===== src/rtl/conv_ofmap_writer.sv =====
// Output stage of the conv core: sums PE-row psum triples, rounds/saturates to Q4.12,
// assembles rows in a ping-pong line buffer and streams the finished map to DRAM.
module conv_ofmap_writer #(
  parameter int INWIDTH = 16,
  parameter int IN_FRAC = 12,
  parameter int PSUM_W  = 32,
  parameter int DO_W    = 5,
  parameter int DO_H    = 5,
  parameter int ADDR_W  = 16
) (
  input  logic                clk,
  input  logic                rst,
  input  logic                start,
  input  logic [ADDR_W-1:0]   base_addr,
  input  logic                psum_valid,
  output logic                psum_ready,
  input  logic [PSUM_W-1:0]   psum0,
  input  logic [PSUM_W-1:0]   psum1,
  input  logic [PSUM_W-1:0]   psum2,
  output logic                wr_valid,
  input  logic                wr_ready,
  output logic [ADDR_W-1:0]   wr_addr,
  output logic [INWIDTH-1:0]  wr_data,
  output logic                busy,
  output logic                done
);

  localparam int CW = (DO_W > 1) ? $clog2(DO_W) : 1;
  localparam int RW = $clog2(DO_H + 1);
  localparam int SW = PSUM_W + 2;
  localparam logic signed [SW-1:0] HALF = SW'(1) <<< (IN_FRAC - 1);
  localparam logic signed [SW-1:0] MAXV = (SW'(1) <<< (INWIDTH - 1)) - SW'(1);
  localparam logic signed [SW-1:0] MINV = -(SW'(1) <<< (INWIDTH - 1));

  typedef enum logic [1:0] {S_IDLE, S_RUN, S_DONE} state_t;
  state_t r_state, w_next;

  logic [CW-1:0]      r_in_col, r_out_col, r_p_col;
  logic [RW-1:0]      r_in_row, r_out_row;
  logic               r_in_buf, r_out_buf, r_p_buf, r_p_vld;
  logic [1:0]         r_full;
  logic [ADDR_W-1:0]  r_base;
  logic [INWIDTH-1:0] r_p_data;
  logic [1:0][DO_W-1:0][INWIDTH-1:0] r_line;

  logic               w_run, w_acc, w_wr_valid, w_wr_fire, w_out_last_col, w_out_free, w_last_px;
  logic               w_p_last;
  logic signed [SW-1:0] w_sum, w_rnd;
  logic [INWIDTH-1:0] w_sat;
  logic [ADDR_W-1:0]  w_addr;

  assign w_run          = (r_state == S_RUN);
  assign psum_ready     = w_run && !r_full[r_in_buf] && (r_in_row < RW'(DO_H));
  assign w_acc          = psum_valid && psum_ready;
  assign w_wr_valid     = w_run && r_full[r_out_buf];
  assign w_wr_fire      = w_wr_valid && wr_ready;
  assign w_out_last_col = (r_out_col == CW'(DO_W - 1));
  assign w_out_free     = w_wr_fire && w_out_last_col;
  assign w_last_px      = w_out_free && (r_out_row == RW'(DO_H - 1));
  assign w_p_last       = r_p_vld && (r_p_col == CW'(DO_W - 1));

  // Round half toward +inf, then clamp to the Q4.12 range.
  assign w_sum = {{2{psum0[PSUM_W-1]}}, psum0} + {{2{psum1[PSUM_W-1]}}, psum1}
               + {{2{psum2[PSUM_W-1]}}, psum2};
  assign w_rnd = (w_sum + HALF) >>> IN_FRAC;

  always_comb begin
    w_sat = w_rnd[INWIDTH-1:0];
    if (w_rnd > MAXV)      w_sat = MAXV[INWIDTH-1:0];
    else if (w_rnd < MINV) w_sat = MINV[INWIDTH-1:0];
  end

  assign w_addr   = r_base + ADDR_W'(r_out_row) * ADDR_W'(DO_W) + ADDR_W'(r_out_col);
  assign wr_valid = w_wr_valid;
  assign wr_addr  = w_wr_valid ? w_addr : '0;
  assign wr_data  = w_wr_valid ? r_line[r_out_buf][r_out_col] : '0;
  assign busy     = (r_state == S_RUN) || (r_state == S_DONE);
  assign done     = (r_state == S_DONE);

  always_ff @(posedge clk or posedge rst) begin
    if (rst) r_state <= S_IDLE;
    else     r_state <= w_next;
  end

  always_comb begin
    w_next = r_state;
    case (r_state)
      S_IDLE:  if (start) w_next = S_RUN;
      S_RUN:   if (w_last_px) w_next = S_DONE;
      S_DONE:  w_next = S_IDLE;
      default: w_next = S_IDLE;
    endcase
  end

  // Input pointers advance at acceptance so psum_ready already sees the next line's flag;
  // the pipeline register carries the destination slot.
  always_ff @(posedge clk or posedge rst) begin
    if (rst) begin
      r_base    <= '0;
      r_in_col  <= '0;
      r_in_row  <= '0;
      r_in_buf  <= 1'b0;
      r_out_col <= '0;
      r_out_row <= '0;
      r_out_buf <= 1'b0;
      r_full    <= '0;
      r_p_vld   <= 1'b0;
      r_p_col   <= '0;
      r_p_buf   <= 1'b0;
      r_p_data  <= '0;
    end else if (r_state == S_IDLE) begin
      r_p_vld <= 1'b0;
      if (start) begin
        r_base    <= base_addr;
        r_in_col  <= '0;
        r_in_row  <= '0;
        r_in_buf  <= 1'b0;
        r_out_col <= '0;
        r_out_row <= '0;
        r_out_buf <= 1'b0;
        r_full    <= '0;
      end
    end else begin
      r_p_vld <= w_acc;
      if (w_acc) begin
        r_p_data <= w_sat;
        r_p_col  <= r_in_col;
        r_p_buf  <= r_in_buf;
        if (r_in_col == CW'(DO_W - 1)) begin
          r_in_col <= '0;
          r_in_row <= r_in_row + RW'(1);
          r_in_buf <= ~r_in_buf;
        end else begin
          r_in_col <= r_in_col + CW'(1);
        end
      end
      for (int b = 0; b < 2; b++) begin
        if (w_p_last && (r_p_buf == 1'(b)))          r_full[b] <= 1'b1;
        else if (w_out_free && (r_out_buf == 1'(b))) r_full[b] <= 1'b0;
      end
      if (w_wr_fire) begin
        if (w_out_last_col) begin
          r_out_col <= '0;
          r_out_row <= r_out_row + RW'(1);
          r_out_buf <= ~r_out_buf;
        end else begin
          r_out_col <= r_out_col + CW'(1);
        end
      end
    end
  end

  always_ff @(posedge clk) begin
    if (r_p_vld) r_line[r_p_buf][r_p_col] <= r_p_data;
  end

endmodule


===== config.mk =====
export PLATFORM = sky130hd
export DESIGN_NAME = conv_ofmap_writer
export DESIGN_NICKNAME = d
export VERILOG_FILES = /design/src/rtl/conv_ofmap_writer.sv
export SDC_FILE = /design/constraint.sdc
export NUM_CORES = 1
export LEC_CHECK = 0
export BUFFER_PORTS_ARGS = -buffer_cell sky130_fd_sc_hd__buf_2
export CORE_MARGIN = 2
export CORE_UTILIZATION = 37
export CTS_BUF_LIST = sky130_fd_sc_hd__clkbuf_4 sky130_fd_sc_hd__clkbuf_8
export DETAILED_ROUTE_END_ITERATION = 8
export GPL_ROUTABILITY_DRIVEN = 0
export PLACE_DENSITY = 0.67
export SLEW_MARGIN = 5
export SYNTH_ARGS = -nofsm -noshare
export SYNTH_HDL_FRONTEND = slang
export SYNTH_SLANG_ARGS = --single-unit

===== constraint.sdc =====
create_clock -name clk -period 3.6 [get_ports clk]
set_clock_uncertainty 0.2 [all_clocks]
set_input_delay 0.18 -clock clk [delete_from_list [all_inputs] [get_ports clk]]
set_output_delay 0.18 -clock clk [all_outputs]
set_load 0.02 [all_outputs]

==> flow_summary.yaml, run 1 <==
clock_tree:
  cts_tree: "built"
  clk_pin_slew_worst_paths_ns: 0.06
  cts_sinks: 215
  clk_latency_ns: 0.50
  htreeDepth: 2
  cts_buffers: 35
  clk_path_buf_depth: 3
  clockRootBuffer: "clkbuf_8"
worst_setup_path:
  crit_fanout: 4
  path_delay_family: "adder cells"
  cp-end-kind: "primary output"
  worst_path_max_delay_cell: "fa_1"
  crit_buf_inv: 3
  crit_type: "reg -> out"
  worstPathArrival_ns: 3.67
  critPathRequiredTime_ns: 3.22
  cp_cell_sequence: "ha_1 -> ha_1 -> inv_1 -> fa_1 -> inv_2 -> ha_4 -> a21o_1 -> a21oi_2 -> o21bai_1 -> a21oi_2 -> nor2b_1 -> o21a_2 -> nand3_2 -> xor2_1 -> nor2_1 -> buf_4"
  startpoint_type: "flop"
  max_stage_delay_ns: 0.49
yosys:
  synth_cell_types: 71
  yosys.area.top_type: "edfxtp_1"
  yosys_register_bits: 215
  synth_area_leaders: "edfxtp_1 (38%), dfrtp_1 (11%), ha_1 (8.8%)"
  ys.flop_type: "edfxtp_1"
  syn_nets: 1293
  syn_avg_cell_area_um2: 11.9
  post-synth-top-count-cell: "edfxtp_1"
  synth_area_um2: 12500
  synth_common_cells: "edfxtp_1 (160), inv_1 (146), nand2_1 (92), ha_1 (88), nor2_1 (76)"
  async_reset_ff_share_pct: 25.6
  netlist_instances: 1053
  synth-edff-count: 160
  ys_seq_area_share_pct: 49.4
  synth_top_area_share_pct: 38.4
  ys.warnings.count: 0
final_layout:
  drive_gt1_share_pct: 29.6
  diodes: 0
  area_delta_synth_final_pct: 23.8
  fin_cells: 1802
  fillers: 3023
  nets: 1567
detailed_routing:
  vias: 8774
  drt_first_pass_iters: 5
  vias_per_cell: 4.87
  wl_met1_um: 12000
  finalWirelength_um: 26700
  route.met2.wl_um: 13200
  wl_per_cell_um: 14.8
  route.met3.wl_um: 998
  drtAntennaViolNets: 0
  route.detailed.drc: 0
  drt_iter0_drc: 457
  topRoutingLayerUsed: "met4"
grt:
  grt_pass1_wl_um: 44600
  gr-total-overflow: 0
  track_usage_pct: 15.3
  grt_pass1_vias: 9178
  antenna_found_initial: 0
  grt_max_degree: 52
floorplanning:
  die_area_um2: 35300
  core_area_um2: 33400
  initial_core_util_pct: 37.4
  dieHeight_um: 188
  die_w_um: 188
  core.rowCount: 67
  num_io_pins: 153
pwr:
  p_per_area_nw_per_um2: 550
  irDropWorstVdd_mv: 0.210
  p_leak_nw: 6.86
  total_power_mw: 8.53
timing:
  worstMarginPinSlew_ns: 1.07
  relSlewSlack_pct: 28.3
  report.final.slew_viol_count: 0
  hold_violations: 0
  final.period_utilization_pct: 112
  finalSetupTns_ns: -3.85
  holdWs_ns: 0.105
  setup_viol: 11
  max_freq_mhz: 247
  setup_slack_ns: -0.447
  period_minus_slack_ns: 4.05
  rsz0062_at_grt: "true"
placed_design:
  dp_hpwl_um: 18900
  dp_slack_ns: -0.335
  port-buffer-count: 152
  dp.cells: 1711
status:
  status: "finished, violations left"
  violations: "setup timing"
run:
  drv_cap: 0
worst_hold_path:
  hold_class: "in -> async"
==> cells by family (layout without fill, tap and decap cells) <==
group | after synthesis | count (layout) | share of synthesized area [%]
fa+ha+maj | 123 | 123 | 14.4
xor+xnor | 35 | 35 | 2.72
simple gates | 246 | 246 | 8.85
flops | 215 | 215 | 49.4
mux | 73 | 73 | 9.12
buf+inv | 189 | 490 | 5.96
compound gates | 172 | 172 | 9.58
==> stage by stage <==
step	area, um^2	util (%)
finish	15500	46.3
global route	15500	46.3
CTS	15500	46.3
detailed placement	14500	43.2
floorplan	12500	-
global placement	14500	43.2
==> worst paths after layout <==
check	from	end	slack [ns]	depth (start not counted)
worst max-delay path	r_out_row[2]	wr_addr[10]	-0.45	16
worst min-delay path	rst	r_state[0]	0.10	3
worst max register to register	r_state[1]	r_p_data[14]	0.84	9
worst min register to register	r_base[4]	r_base[4]	0.29	2
max in group asynchronous	rst	r_p_data[13]	2.29	4
min in group clk	base_addr[15]	r_base[15]	0.21	4
==> power by group <==
part / switching, mW / leakage (nW) / internal (mW) / total (mW)
Combinational: 1.54 / 4.40 / 1.30 / 2.84
Clock: 0.924 / 0.370 / 1.14 / 2.07
Sequential: 0.425 / 2.08 / 3.19 / 3.61
Total: 2.89 / 6.86 / 5.63 / 8.53
==> flip-flops by register name, indices dropped and copies added (netlist names) <==
| register | count |
|---|---|
| r_in_row | 3 |
| r_p_data | 16 |
| r_p_col | 3 |
| r_p_vld | 1 |
| r_line | 160 |
| r_out_buf | 1 |
| r_full | 2 |
| r_out_col | 3 |
| r_out_row | 3 |
| r_state | 2 |
| r_in_buf | 1 |
| r_in_col | 3 |
| r_p_buf | 1 |
| r_base | 16 |
==> layer usage <==
metal / vias to the layer above / GRT usage (%)
met5: - / 0
met4: 0 / 3.97
met3: 41 / 1.89
met2: 210 / 27.8
met1: 4231 / 19.4
li1: 4292 / -
==> cell type report <==
cell class / count / area, um^2 / share of cell area (%)
Inverter: 148 / 556 / 3.58
Clock inverter: 12 / 57.6 / 0.371
Sequential cell: 215 / 6180 / 39.9
Timing Repair Buffer: 278 / 1810 / 11.7
Tap cell: 448 / 561 / 3.62
Clock buffer: 52 / 641 / 4.13
Multi-Input combinational cell: 649 / 5690 / 36.7
==> cells in the final DEF (no fill, tap or decap), types with 17 or more instances in the layout <==
| master | Yosys | routed |
|---|---|---|
| a21oi_1 | 37 | 33 |
| buf_2 | 5 | 143 |
| buf_4 | 4 | 111 |
| clkbuf_8 | 0 | 40 |
| dfrtp_1 | 55 | 54 |
| dlygate4sd3_1 | 0 | 20 |
| edfxtp_1 | 160 | 160 |
| fa_1 | 35 | 34 |
| ha_1 | 88 | 86 |
| inv_1 | 146 | 143 |
| mux2i_1 | 33 | 33 |
| mux4_2 | 32 | 32 |
| nand2_1 | 92 | 91 |
| nand4_1 | 17 | 17 |
| nor2_1 | 76 | 68 |
| o21ai_0 | 31 | 31 |
==> repair_timing <==
action / CTS / global route
pin swaps: 23 / 6
gates resized for setup: 22 / 3
buffers inserted: 13 / 2
setup endpoints to repair: 11 / 12
hold endpoints to repair: 48 / 0
hold buffers: 20 / 0
==> worst reg2reg max path, delay by kind of cell (launching register included) <==
kind / cells / cell delay, ns
fa+ha+maj: 1 / 0.27
flops: 1 / 0.40
buf+inv: 3 / 0.58
compound gates: 2 / 0.58
simple gates: 3 / 0.65
(Power assumes the default switching activity.)
==> inputs of run 2 (changes only) <==
--- a/config.mk
+++ b/config.mk
@@ -11,7 +11,7 @@
 export CTS_BUF_LIST = sky130_fd_sc_hd__clkbuf_4 sky130_fd_sc_hd__clkbuf_8
 export DETAILED_ROUTE_END_ITERATION = 8
 export GPL_ROUTABILITY_DRIVEN = 0
-export PLACE_DENSITY = 0.67
+export PLACE_DENSITY = 0.65
 export SLEW_MARGIN = 5
 export SYNTH_ARGS = -nofsm -noshare
 export SYNTH_HDL_FRONTEND = slang
==> constraint.sdc (replaced) <==
create_clock -name clk -period 5 [get_ports clk]
set_clock_uncertainty 0.2 [all_clocks]
set_input_delay 0.25 -clock clk [delete_from_list [all_inputs] [get_ports clk]]
set_output_delay 0.25 -clock clk [all_outputs]
set_load 0.02 [all_outputs]
==> flow_summary.yaml, run 2 (same netlist as run 1, synthesis figures left out) <==
status:
  status: "finished clean"
detailed_routing:
  route.detailed.drc: 0
  drt_iter0_drc: 436
  drtAntennaViolNets: 0
  vias_per_cell: 4.97
  wl_per_cell_um: 15.5
  finalWirelength_um: 26400
  drt_first_pass_iters: 5
  vias: 8458
pwr:
  irDropWorstVdd_mv: 0.167
  clock_power_share_pct: 24.9
  internal_power_mw: 3.78
  switching_power_mw: 2.02
  total_power_mw: 5.80
  comb_power_share_pct: 30.2
  seq_power_share_pct: 44.9
  swShare_pct: 34.8
  p_per_area_nw_per_um2: 397
  p_leak_nw: 6.34
timing:
  period_minus_slack_ns: 4.44
  finalSetupTns_ns: 0
  report.final.slew_viol_count: 0
  max_freq_mhz: 225
  relSlewSlack_pct: 25.3
  hold_violations: 0
  final.period_utilization_pct: 88.8
  worstMarginPinSlew_ns: 1.12
  setup_viol: 0
  rsz0062_at_grt: "false"
  holdWs_ns: 0.117
worst_setup_path:
  crit_buf_inv: 3
  cp-end-kind: "primary output"
  worst_path_max_delay_cell: "fa_1"
  rrSetupSlack_ns: 1.97
  path_delay_family: "adder cells"
  worstPathArrival_ns: 3.99
  max_stage_delay_ns: 0.50
  critPathRequiredTime_ns: 4.55
  crit_type: "reg -> out"
  startpoint_type: "flop"
  cp_cell_sequence: "ha_1 -> ha_1 -> inv_1 -> fa_1 -> inv_1 -> fa_1 -> a21o_1 -> a21oi_1 -> o21bai_1 -> a21oi_1 -> nor2b_1 -> and4_1 -> xnor2_1 -> nor2_1 -> buf_2"
  crit_fanout: 4
final_layout:
  diodes: 0
  fillers: 3125
  area_delta_synth_final_pct: 16.7
  drive_gt1_share_pct: 22.6
  regArea_um2: 6180
  reg_top3: "r_line: 160 flops, r_base: 16 flops, r_p_data: 16 flops"
  largest_reg_flops: 160
  final_util_pct: 43.7
  top_register: "r_line"
  nets: 1468
  fin_cells: 1703
  multi_input_area_um2: 5630
  layout_common_cells: "edfxtp_1 (160), buf_2 (152), inv_1 (145), nand2_1 (92), ha_1 (88)"
  layout_commonest_cell: "edfxtp_1"
floorplanning:
  dieHeight_um: 188
  die_w_um: 188
  core.rowCount: 67
  num_io_pins: 153
  core_area_um2: 33400
  initial_core_util_pct: 37.4
  die_area_um2: 35300
grt:
  antenna_found_initial: 0
  track_usage_pct: 15.0
  grt_pass1_wl_um: 43200
  grt_max_degree: 56
  gr-total-overflow: 0
  grt_pass1_vias: 8473
clock_tree:
  cts_sinks: 215
  postCtsResizedCells: 0
  clk_pin_slew_worst_paths_ns: 0.06
  clk_latency_ns: 0.52
  clk_path_buf_depth: 3
  htreeDepth: 2
  cts_tree: "built"
  cts_buffers: 36
  clockRootBuffer: "clkbuf_8"
run:
  drv_cap: 0
placed_design:
  port-buffer-count: 152
  dp.cells: 1619
  dp_hpwl_um: 18200
worst_hold_path:
  hold_class: "in -> reg"
[run 2: cell count changes in the layout (fill, tap and decap cells not counted), sizes merged]
cell,before,now
inv,148,147
clkinv,11,17
clkinvlp,1,2
clkbuf,52,47
dlygate4sd3,20,19
buf,258,159
[run 2: per-stage QoR]
stage | setup WS (ns) | area [um^2]
3_3_place_gp | 0.762 | 13700
3_5_place_dp | 0.655 | 13700
5_1_grt | 0.243 | 14600
4_1_cts | 0.514 | 14600
2_1_floorplan | 1.26 | 12500
6_report | 0.560 | 14600
[run 2: cell type report]
class                   instances  area share [%]
well taps                     448            3.84
clock inverters                18           0.557
multi-input cells             649            38.6
flip-flops and latches        215            42.3
clock buffers                  47            4.04
repair buffers                178            6.87
inverters                     148            3.80
[run 2: worst paths after layout]
check / start / endpoint / cells past startpoint
min: psum_valid / r_p_vld / 3
min reg2reg: r_base[0] / r_base[0] / 2
max in group asynchronous: rst / r_out_buf / 4
max reg2reg: r_state[0] / r_p_data[5] / 9
max: r_out_row[2] / wr_addr[15] / 15
min in group asynchronous: rst / r_in_row[1] / 4
[run 2: worst register-to-register path, stage by stage, from the launching register on]
cell	delay [ns]
dfrtp_1	0.40
inv_1	0.08
ha_1	0.32
clkinv_1	0.24
and3_1	0.19
buf_4	0.34
o211ai_1	0.17
a2111o_1	0.45
o21ai_4	0.35
o22ai_1	0.16
[run 2: metal layers]
layer  GRT usage [%]  vias to the layer above  routed length [um]
met5               0                        -                   0
met3            2.06                       29                1210
li1                -                     4093                   -
met4            3.63                        0                 398
met1            19.6                     4108               11800
met2            26.4                      228               13000
[run 2: repair_timing]
action                                  CTS  global route
hold buffers                             19             0
endpoints found under the setup margin    0             0
hold endpoints to repair                 75             0
setup buffers                             0             0
[run 2: power groups by stage]
| stage | sequential [mW] | combinational, mW | clock, mW |
|---|---|---|---|
| 2_1_floorplan | 2.50 | 1.35 | 0 |
| 3_3_place_gp | 2.61 | 1.73 | 0 |
| 3_5_place_dp | 2.63 | 1.74 | 0 |
| 4_1_cts | 2.60 | 1.77 | 1.48 |
| 5_1_grt | 2.64 | 1.98 | 1.57 |
| 6_report | 2.60 | 1.75 | 1.45 |
